`src/rtl/if_fetch_ctrl.sv`:
```
// rtl/if_fetch_ctrl.sv - IF-stage fetch sequencer: PC, imem req/ack, IF/ID freeze/flush control.
// Optional performance counters are enabled with `define IF_FETCH_CTRL_PERF_EN.
module if_fetch_ctrl #(
    parameter int                ADDR_W    = 32,
    parameter logic [ADDR_W-1:0] RESET_PC  = '0,
    parameter logic [31:0]       NOP_INSTR = 32'hE000_0000
) (
    input  logic              clk,
    input  logic              rst,
    input  logic              hazard,
    input  logic              branch_taken,
    input  logic [ADDR_W-1:0] branch_addr,
    output logic              imem_req,
    output logic [ADDR_W-1:0] imem_addr,
    input  logic              imem_ack,
    input  logic [31:0]       imem_rdata,
    output logic [ADDR_W-1:0] fetch_pc,
    output logic [31:0]       fetch_instr,
    output logic              ifid_freeze,
    output logic              ifid_flush
`ifdef IF_FETCH_CTRL_PERF_EN
    ,
    output logic [31:0]       perf_fetch_cnt,
    output logic [31:0]       perf_stall_cnt
`endif
);

    typedef enum logic [1:0] {
        S_REQ   = 2'd0,
        S_HAVE  = 2'd1,
        S_DRAIN = 2'd2
    } state_t;

    state_t            r_state;
    logic [ADDR_W-1:0] r_pc;
    logic [ADDR_W-1:0] r_req_addr;
    logic [31:0]       r_instr_buf;
    logic [ADDR_W-1:0] w_pc_next;

    assign w_pc_next = r_pc + ADDR_W'(4);

    always_ff @(posedge clk) begin
        if (rst) begin
            r_state     <= S_REQ;
            r_pc        <= RESET_PC;
            r_req_addr  <= RESET_PC;
            r_instr_buf <= NOP_INSTR;
        end else begin
            case (r_state)
                S_REQ: begin
                    if (branch_taken) begin
                        r_pc <= branch_addr;
                        // Without ack the request is still in flight at the old address; drain it first.
                        if (imem_ack) begin
                            r_req_addr <= branch_addr;
                            r_state    <= S_REQ;
                        end else begin
                            r_state    <= S_DRAIN;
                        end
                    end else if (imem_ack) begin
                        r_instr_buf <= imem_rdata;
                        r_state     <= S_HAVE;
                    end
                end
                S_HAVE: begin
                    if (branch_taken) begin
                        r_pc       <= branch_addr;
                        r_req_addr <= branch_addr;
                        r_state    <= S_REQ;
                    end else if (!hazard) begin
                        r_pc       <= w_pc_next;
                        r_req_addr <= w_pc_next;
                        r_state    <= S_REQ;
                    end
                end
                S_DRAIN: begin
                    if (branch_taken) begin
                        r_pc <= branch_addr;
                        if (imem_ack) begin
                            r_req_addr <= branch_addr;
                            r_state    <= S_REQ;
                        end
                    end else if (imem_ack) begin
                        r_req_addr <= r_pc;
                        r_state    <= S_REQ;
                    end
                end
                default: begin
                    r_state <= S_REQ;
                end
            endcase
        end
    end

    always_comb begin
        imem_req    = 1'b0;
        imem_addr   = r_req_addr;
        fetch_pc    = '0;
        fetch_instr = NOP_INSTR;
        ifid_freeze = 1'b0;
        ifid_flush  = 1'b1;
        if (!rst) begin
            case (r_state)
                S_HAVE: begin
                    fetch_pc    = w_pc_next;
                    fetch_instr = r_instr_buf;
                    ifid_freeze = hazard;
                    ifid_flush  = 1'b0;
                end
                S_REQ, S_DRAIN: begin
                    imem_req    = 1'b1;
                    ifid_freeze = hazard;
                    ifid_flush  = !hazard;
                end
                default: begin
                    imem_req    = 1'b0;
                end
            endcase
            if (branch_taken) begin
                ifid_freeze = 1'b0;
                ifid_flush  = 1'b1;
            end
        end
    end

`ifdef IF_FETCH_CTRL_PERF_EN
    logic [31:0] r_fetch_cnt;
    logic [31:0] r_stall_cnt;
    logic        w_valid_load;

    assign w_valid_load = (r_state == S_HAVE) && !hazard && !branch_taken;

    always_ff @(posedge clk) begin
        if (rst) begin
            r_fetch_cnt <= '0;
            r_stall_cnt <= '0;
        end else begin
            if (w_valid_load) begin
                r_fetch_cnt <= r_fetch_cnt + 32'd1;
            end
            if (ifid_freeze) begin
                r_stall_cnt <= r_stall_cnt + 32'd1;
            end
        end
    end

    assign perf_fetch_cnt = r_fetch_cnt;
    assign perf_stall_cnt = r_stall_cnt;
`endif

endmodule

```
`config.mk`:
```
export PLATFORM = sky130hd
export DESIGN_NAME = if_fetch_ctrl
export DESIGN_NICKNAME = d
export VERILOG_FILES = /design/src/rtl/if_fetch_ctrl.sv
export SDC_FILE = /design/constraint.sdc
export NUM_CORES = 1
export LEC_CHECK = 0
export ABC_CLOCK_PERIOD_IN_PS = 3000
export CAP_MARGIN = 20
export CORE_MARGIN = 2
export CORE_UTILIZATION = 40
export DETAILED_ROUTE_END_ITERATION = 6
export DONT_BUFFER_PORTS = 1
export PLACE_DENSITY = 0.52
export SYNTH_ARGS = -nofsm -noshare
export SYNTH_HDL_FRONTEND = slang
export SYNTH_SLANG_ARGS = --single-unit
```
`constraint.sdc`:
```
create_clock -name clk -period 3 [get_ports clk]
set_input_delay 0.6 -clock clk [delete_from_list [all_inputs] [get_ports clk]]
set_output_delay 0.6 -clock clk [all_outputs]
set_load 0.1 [all_outputs]
```
==> results.py, run 1 <==
metrics = {
    "synth": {
        "synth_edf_count": 0,
        "ys_seq_area_frac": 0.279,
        "synth_flop_cell": "dfxtp_1",
        "async_flop_share": 0,
        "synthesis.area_um2": 7030,
        "synth_cell_types": 72,
        "synth_top_family_by_area": "compound AO/OA/AOI/OAI gates",
        "synth_simple_gate_area_frac": 0.278,
        "synthesis.nets": 1052,
        "synth-adder-area-share": 0.00890,
        "synthMuxAreaShare": 0.0538,
        "avgSynthCellArea_um2": 7.18,
        "ys_warn_count": 0,
        "synth-xor-area-share": 0.0324,
        "synth_seq_cells": 98,
        "synth_cells": 978,
        "synth-compound-area-share": 0.279,
    },
    "final_layout": {
        "syn2layout_area_growth_pct": 34.5,
        "multiInputGateArea_um2": 4830,
        "regArea_um2": 2000,
        "n_antenna_cell": 0,
        "nNetsFinal": 1106,
        "final_area_um2": 9450,
        "fill_cells": 1595,
        "drive_gt1_frac": 0.243,
        "post-route-util": 0.548,
    },
    "power_and_ir_drop": {
        "pwr-share-clk": 0.331,
        "ir_drop_mv": 0.274,
        "comb_power_share": 0.289,
        "p_seq_frac": 0.380,
        "leakagePower_nw": 3.60,
        "power_switching_mw": 1.55,
        "power_mw": 4.16,
        "power_density_nw_per_um2": 440,
        "swShare": 0.373,
        "p_int_mw": 2.61,
    },
    "route": {
        "wl_um": 27700,
        "vias_per_cell": 6.24,
        "via_count": 7880,
        "drc_errors": 0,
        "postRouteAntennaNets": 0,
        "drtPass1Iterations": 5,
        "wl_per_cell_um": 21.9,
        "drt-initial-drc-count": 817,
    },
    "clock_network": {
        "htree_levels": 3,
        "cts_sinks": 98,
        "cts_tree": "done",
        "clk_latency_ns": 0.36,
        "cts-root-buf": "clkbuf_16",
        "cts_hold_buf": 0,
        "clock_path_buffers": 2,
        "cts_made_buffers": 9,
        "cts.clk_slew.worst_paths_ns": 0.07,
    },
    "min_path": {
        "hp-class": "in2reg",
        "min_from": "rst",
    },
    "floorplanning": {
        "start_util": 0.408,
        "num_io_pins": 168,
        "dieArea_um2": 18600,
        "fp.dieH_um": 137,
        "core_um2": 17200,
        "rows": 48,
        "dieWidth_um": 137,
    },
    "status": {
        "status": "finished clean",
    },
    "placement": {
        "dpl.hpwl_um": 18900,
        "numPortBuffers": 0,
        "dpl_cell_area_um2": 8910,
        "gp_congestion": 0.919,
    },
    "timing": {
        "fin_crit_ns": 2.94,
        "setup_viol": 0,
        "worst_slew_pin_slew_ns": 1.07,
        "fmax_ghz": 0.341,
        "slew-limit-headroom": 0.283,
        "maxSlewViolCount": 0,
        "clock_skew_ns": 0.0117,
        "period_share": 0.979,
        "finalHoldViolations": 0,
    },
    "setup_path": {
        "cp-end-kind": "output pin",
        "r2r-start": "r_state[0]",
        "worst-setup-path-type": "reg2out",
        "critPathLaunchType": "flop",
        "cp_max_fo": 7,
        "crit_arrival_ns": 2.34,
        "cp.required_ns": 2.40,
        "startpoint": "r_pc[13]",
    },
    "global_routing": {
        "grtUsageTotal": 0.292,
        "antenna_found_initial": 0,
        "first_global_vias": 7551,
        "grt_max_degree": 99,
        "grt_overflow": 0,
        "grt_pass1_wl_um": 42100,
    },
    "job": {
        "maxCapViolations": 0,
    },
}
-- cell families after synthesis --
logic type      count (synthesis)
mux                            37
buf+inv                       124
flops                          98
xor+xnor                       26
compound gates                283
simple gates                  405
fa+ha+maj                       5
-- path summary, 6_finish.rpt --
| path | endpoint | slack, ns | cells after the start |
|---|---|---|---|
| max | fetch_pc[23] | 0.06 | 6 |
| min | imem_addr[22] | 0.31 | 1 |
| max reg2reg | imem_addr[24] | 0.37 | 8 |
| min reg2reg | r_instr_buf[2] | 0.45 | 2 |
-- cells in the mapped netlist, types with 8 or more instances --
master,number,area share
o21ai_0,48,0.034
clkbuf_1,92,0.049
a22oi_1,18,0.019
nor2b_1,8,0.0071
a22o_1,11,0.014
xnor2_1,18,0.022
nor3_1,19,0.014
a211oi_1,11,0.012
a21oi_1,69,0.049
a21o_1,8,0.0085
nand3_1,33,0.024
o32ai_1,8,0.010
nand4_1,9,0.0080
and3_1,41,0.037
or3_1,10,0.0089
o21a_1,8,0.0085
a31oi_1,9,0.0080
a221oi_1,8,0.010
nand2_1,142,0.076
mux2i_1,31,0.044
xor2_1,8,0.010
o2bb2ai_1,8,0.010
nor4_1,10,0.0089
nor2_1,96,0.051
inv_1,18,0.0096
dfxtp_1,98,0.28
-- layer usage --
layer / global-route usage / share of wire / vias to the layer above
met4: 0.157 / 0.037 / 0
li1: - / - / 3664
met3: 0.0689 / 0.091 / 68
met2: 0.471 / 0.47 / 410
met1: 0.359 / 0.40 / 3738
met5: 0 / 0 / -
-- power by group through the flow --
stage	sequential [mW]	clock [mW]	combinational [mW]
detailed placement	1.60	0	1.18
floorplan	1.78	0	0.699
finish	1.58	1.38	1.20
global route	1.59	1.46	1.28
CTS	1.58	1.40	1.18
global placement	1.60	0	1.16
-- cells in the final DEF, fill, tap and decap left out, types with 7 or more instances in the layout --
| cell | instances |
|---|---|
| a211oi_1 | 11 |
| a21o_1 | 8 |
| a21oi_1 | 69 |
| a221oi_1 | 8 |
| a22o_1 | 11 |
| a22oi_1 | 18 |
| a311o_1 | 7 |
| a31oi_1 | 9 |
| and2_1 | 7 |
| and3_1 | 41 |
| buf_12 | 65 |
| buf_4 | 84 |
| clkbuf_16 | 9 |
| dfxtp_1 | 84 |
| dfxtp_2 | 7 |
| dfxtp_4 | 7 |
| inv_1 | 18 |
| mux2i_1 | 31 |
| nand2_1 | 141 |
| nand3_1 | 33 |
| nand4_1 | 9 |
| nor2_1 | 67 |
| nor2_2 | 23 |
| nor2b_1 | 8 |
| nor3_1 | 17 |
| nor4_1 | 7 |
| o211ai_1 | 7 |
| o21ai_0 | 48 |
| o2bb2ai_1 | 8 |
| o31a_1 | 7 |
| o32ai_1 | 8 |
| o41ai_1 | 7 |
| xnor2_1 | 15 |
-- sequential cells by signal (all words and copies together) (netlist names) --
register,flops
r_pc,32
r_instr_buf,32
imem_addr,32
r_state,2
-- final cells by class --
cell class,count,share of cell area
clock inverter,6,0.0119
tap,225,0.0298
inverter,18,0.00715
clock buffer,10,0.0242
timing repair buffer,149,0.204
multi-input combinational,756,0.511
sequential,98,0.211
-- critical path: stages (launching register included) --
cell,delay [ns]
dfxtp_4,0.39
nand4_4,0.18
or4_4,0.54
or3_1,0.40
xnor2_2,0.18
nor2_4,0.11
buf_12,0.18
-- metrics by stage --
step | setup TNS (ns) | hold WS, ns | cells | worst slack (ns)
detailed placement | 0 | 0.436 | 1239 | 0.111
floorplan | -1.34 | 0.432 | 978 | -0.386
global placement | 0 | 0.433 | 1239 | 0.170
global route | -0.0101 | 0.301 | 1262 | -0.0101
CTS | 0 | 0.310 | 1258 | 0.00271
finish | 0 | 0.307 | 1262 | 0.0633
-- repair_timing --
item                                    4_1_cts  5_1_grt
endpoints found under the hold margin         0        0
pin swaps                                     2        7
buffers inserted                              3        4
endpoints found under the setup margin       12        9
gates resized for setup                      20       17
No activity file was read; power rests on OpenSTA's default activity.
==> run 2, diff against run 1 <==
--- a/config.mk
+++ b/config.mk
@@ -11,7 +11,7 @@
 export CORE_UTILIZATION = 40
 export DETAILED_ROUTE_END_ITERATION = 6
 export DONT_BUFFER_PORTS = 1
-export PLACE_DENSITY = 0.52
+export PLACE_DENSITY_LB_ADDON = 0.05
 export SYNTH_ARGS = -nofsm -noshare
 export SYNTH_HDL_FRONTEND = slang
 export SYNTH_SLANG_ARGS = --single-unit
==> run 2 against run 1 <==
Sequential power about the same. Worst hold slack got worse by 0.011 ns. Register-to-register slack worse by 0.09 ns. Via count increased by 0.10%. Design area fell by 0.13%. Total power is 5.5% lower. Clock-buffer cell count is the same. Maximum frequency decreased by 1.7%. First-iteration DRC count fell by 4.7%. Combinational power is essentially flat.
==> results.py, run 2 (same netlist as run 1, synthesis figures left out) <==
metrics = {
    "timing": {
        "setup_viol": 0,
        "slew-limit-headroom": 0.303,
        "rsz0062_at_grt": "yes",
        "fmax_ghz": 0.335,
        "fin_crit_ns": 2.99,
        "period_share": 0.996,
        "finalHoldViolations": 0,
        "worst_slew_pin_slew_ns": 1.04,
        "clock_skew_ns": 0.00703,
        "maxSlewViolCount": 0,
        "hold-worst-slack_ns": 0.297,
        "layout_setup_ws_ns": 0.0132,
        "finalSetupTns_ns": 0,
    },
    "route": {
        "drt-initial-drc-count": 779,
        "wl_per_cell_um": 21.6,
        "via_count": 7888,
        "vias_per_cell": 6.25,
        "drc_errors": 0,
        "wl_um": 27200,
        "drtPass1Iterations": 5,
        "postRouteAntennaNets": 0,
    },
    "placement": {
        "place_ws_ns": 0.177,
        "placedCellCount": 1231,
        "gp_congestion": 0.936,
        "dpl.hpwl_um": 18600,
        "dpl_cell_area_um2": 8880,
        "numPortBuffers": 0,
    },
    "setup_path": {
        "cp_max_fo": 4,
        "regToRegSetupSlack_ns": 0.28,
        "critPathLaunchType": "flop",
        "reg2regPathDepth": 9,
        "cp.required_ns": 2.40,
        "r2r-start": "r_state[1]",
        "worst-setup-path-type": "reg2out",
        "crit_arrival_ns": 2.39,
        "cp-end-kind": "output pin",
        "r2r_end": "r_pc[23]",
    },
    "status": {
        "status": "finished clean",
    },
    "global_routing": {
        "grt_pass1_wl_um": 42100,
        "grt_overflow": 0,
        "grtUsageTotal": 0.290,
        "first_global_vias": 7755,
        "grt_max_degree": 99,
        "antenna_found_initial": 1,
    },
    "final_layout": {
        "stdcell_count": 1263,
        "nNetsFinal": 1107,
        "final_area_um2": 9440,
        "fill_cells": 1634,
        "syn2layout_area_growth_pct": 34.4,
        "post-route-util": 0.548,
        "final_cell_mix": "141 x nand2_1, 82 x dfxtp_1, 82 x buf_4",
        "n_antenna_cell": 0,
        "final_common_cell": "nand2_1",
        "drive_gt1_frac": 0.249,
    },
    "min_path": {
        "min_from": "rst",
        "hold_end": "imem_addr[22]",
        "hp-class": "in2reg",
        "hold-path-cell-count": 1,
    },
    "clock_network": {
        "cts_tree": "done",
        "cts_sinks": 98,
        "cts-root-buf": "clkbuf_16",
        "clk_latency_ns": 0.36,
        "cts_made_buffers": 9,
        "clock_path_buffers": 2,
        "cts.clk_slew.worst_paths_ns": 0.07,
        "htree_levels": 3,
    },
    "power_and_ir_drop": {
        "power_mw": 3.93,
        "p_seq_frac": 0.404,
        "power_switching_mw": 1.57,
        "leakagePower_nw": 3.59,
        "comb_power_share": 0.301,
        "power_density_nw_per_um2": 417,
        "p_int_mw": 2.36,
        "pwr-share-clk": 0.295,
        "swShare": 0.400,
        "ir_drop_mv": 0.250,
    },
    "floorplanning": {
        "start_util": 0.408,
        "dieWidth_um": 137,
        "rows": 48,
        "core_um2": 17200,
        "dieArea_um2": 18600,
        "num_io_pins": 168,
        "fp.dieH_um": 137,
    },
    "job": {
        "maxCapViolations": 0,
    },
}
[run 2: power groups by stage]
| stage | Sequential, mW | Combinational (mW) | Clock [mW] |
|---|---|---|---|
| 4_1_cts | 1.58 | 1.17 | 1.18 |
| 5_1_grt | 1.60 | 1.26 | 1.23 |
| 6_report | 1.59 | 1.18 | 1.16 |
| 3_5_place_dp | 1.61 | 1.16 | 0 |
| 2_1_floorplan | 1.78 | 0.699 | 0 |
| 3_3_place_gp | 1.60 | 1.14 | 0 |
[run 2: critical path: stages (launching register included)]
cell,delay [ns]
dfxtp_2,0.37
ha_4,0.17
nand3_4,0.08
buf_6,0.14
nor4_4,0.41
nand4_1,0.27
xor2_2,0.25
nor2_4,0.15
buf_12,0.18
[run 2: worst max-delay path by stage]
stage | endpoint | slack, ns | start
after floorplan | fetch_pc[29] | -0.39 | r_pc[2]
after global placement | fetch_pc[28] | 0.22 | r_pc[2]
after detailed placement | fetch_pc[28] | 0.18 | r_pc[3]
after CTS | fetch_pc[29] | -0.002 | r_pc[5]
after global routing | fetch_pc[28] | -0.09 | r_pc[3]
final | fetch_pc[28] | 0.01 | r_pc[3]
[run 2: routing by layer]
layer | part of all wire | global-route usage | wire, um | up-vias
li1 | - | - | - | 3666
met1 | 0.39 | 0.345 | 10700 | 3782
met2 | 0.48 | 0.487 | 13200 | 372
met3 | 0.092 | 0.0826 | 2510 | 68
met4 | 0.030 | 0.123 | 813 | 0
met5 | 0 | 0 | 0 | -
[run 2: area by class of cell]
type	instances	area, um^2	share of cell area
repair buffers	150	1970	0.209
well taps	225	282	0.0298
multi-input cells	756	4860	0.515
flip-flops and latches	98	1980	0.210
inverters	18	67.6	0.00716
clock inverters	6	48.8	0.00517
clock buffers	10	229	0.0243
[run 2: what timing repair did]
item | 4_1_cts | 5_1_grt
setup endpoints to repair | 13 | 14
hold buffers | 0 | 0
gates resized for setup | 17 | 21
setup buffers | 6 | 10
pin swaps | 3 | 6
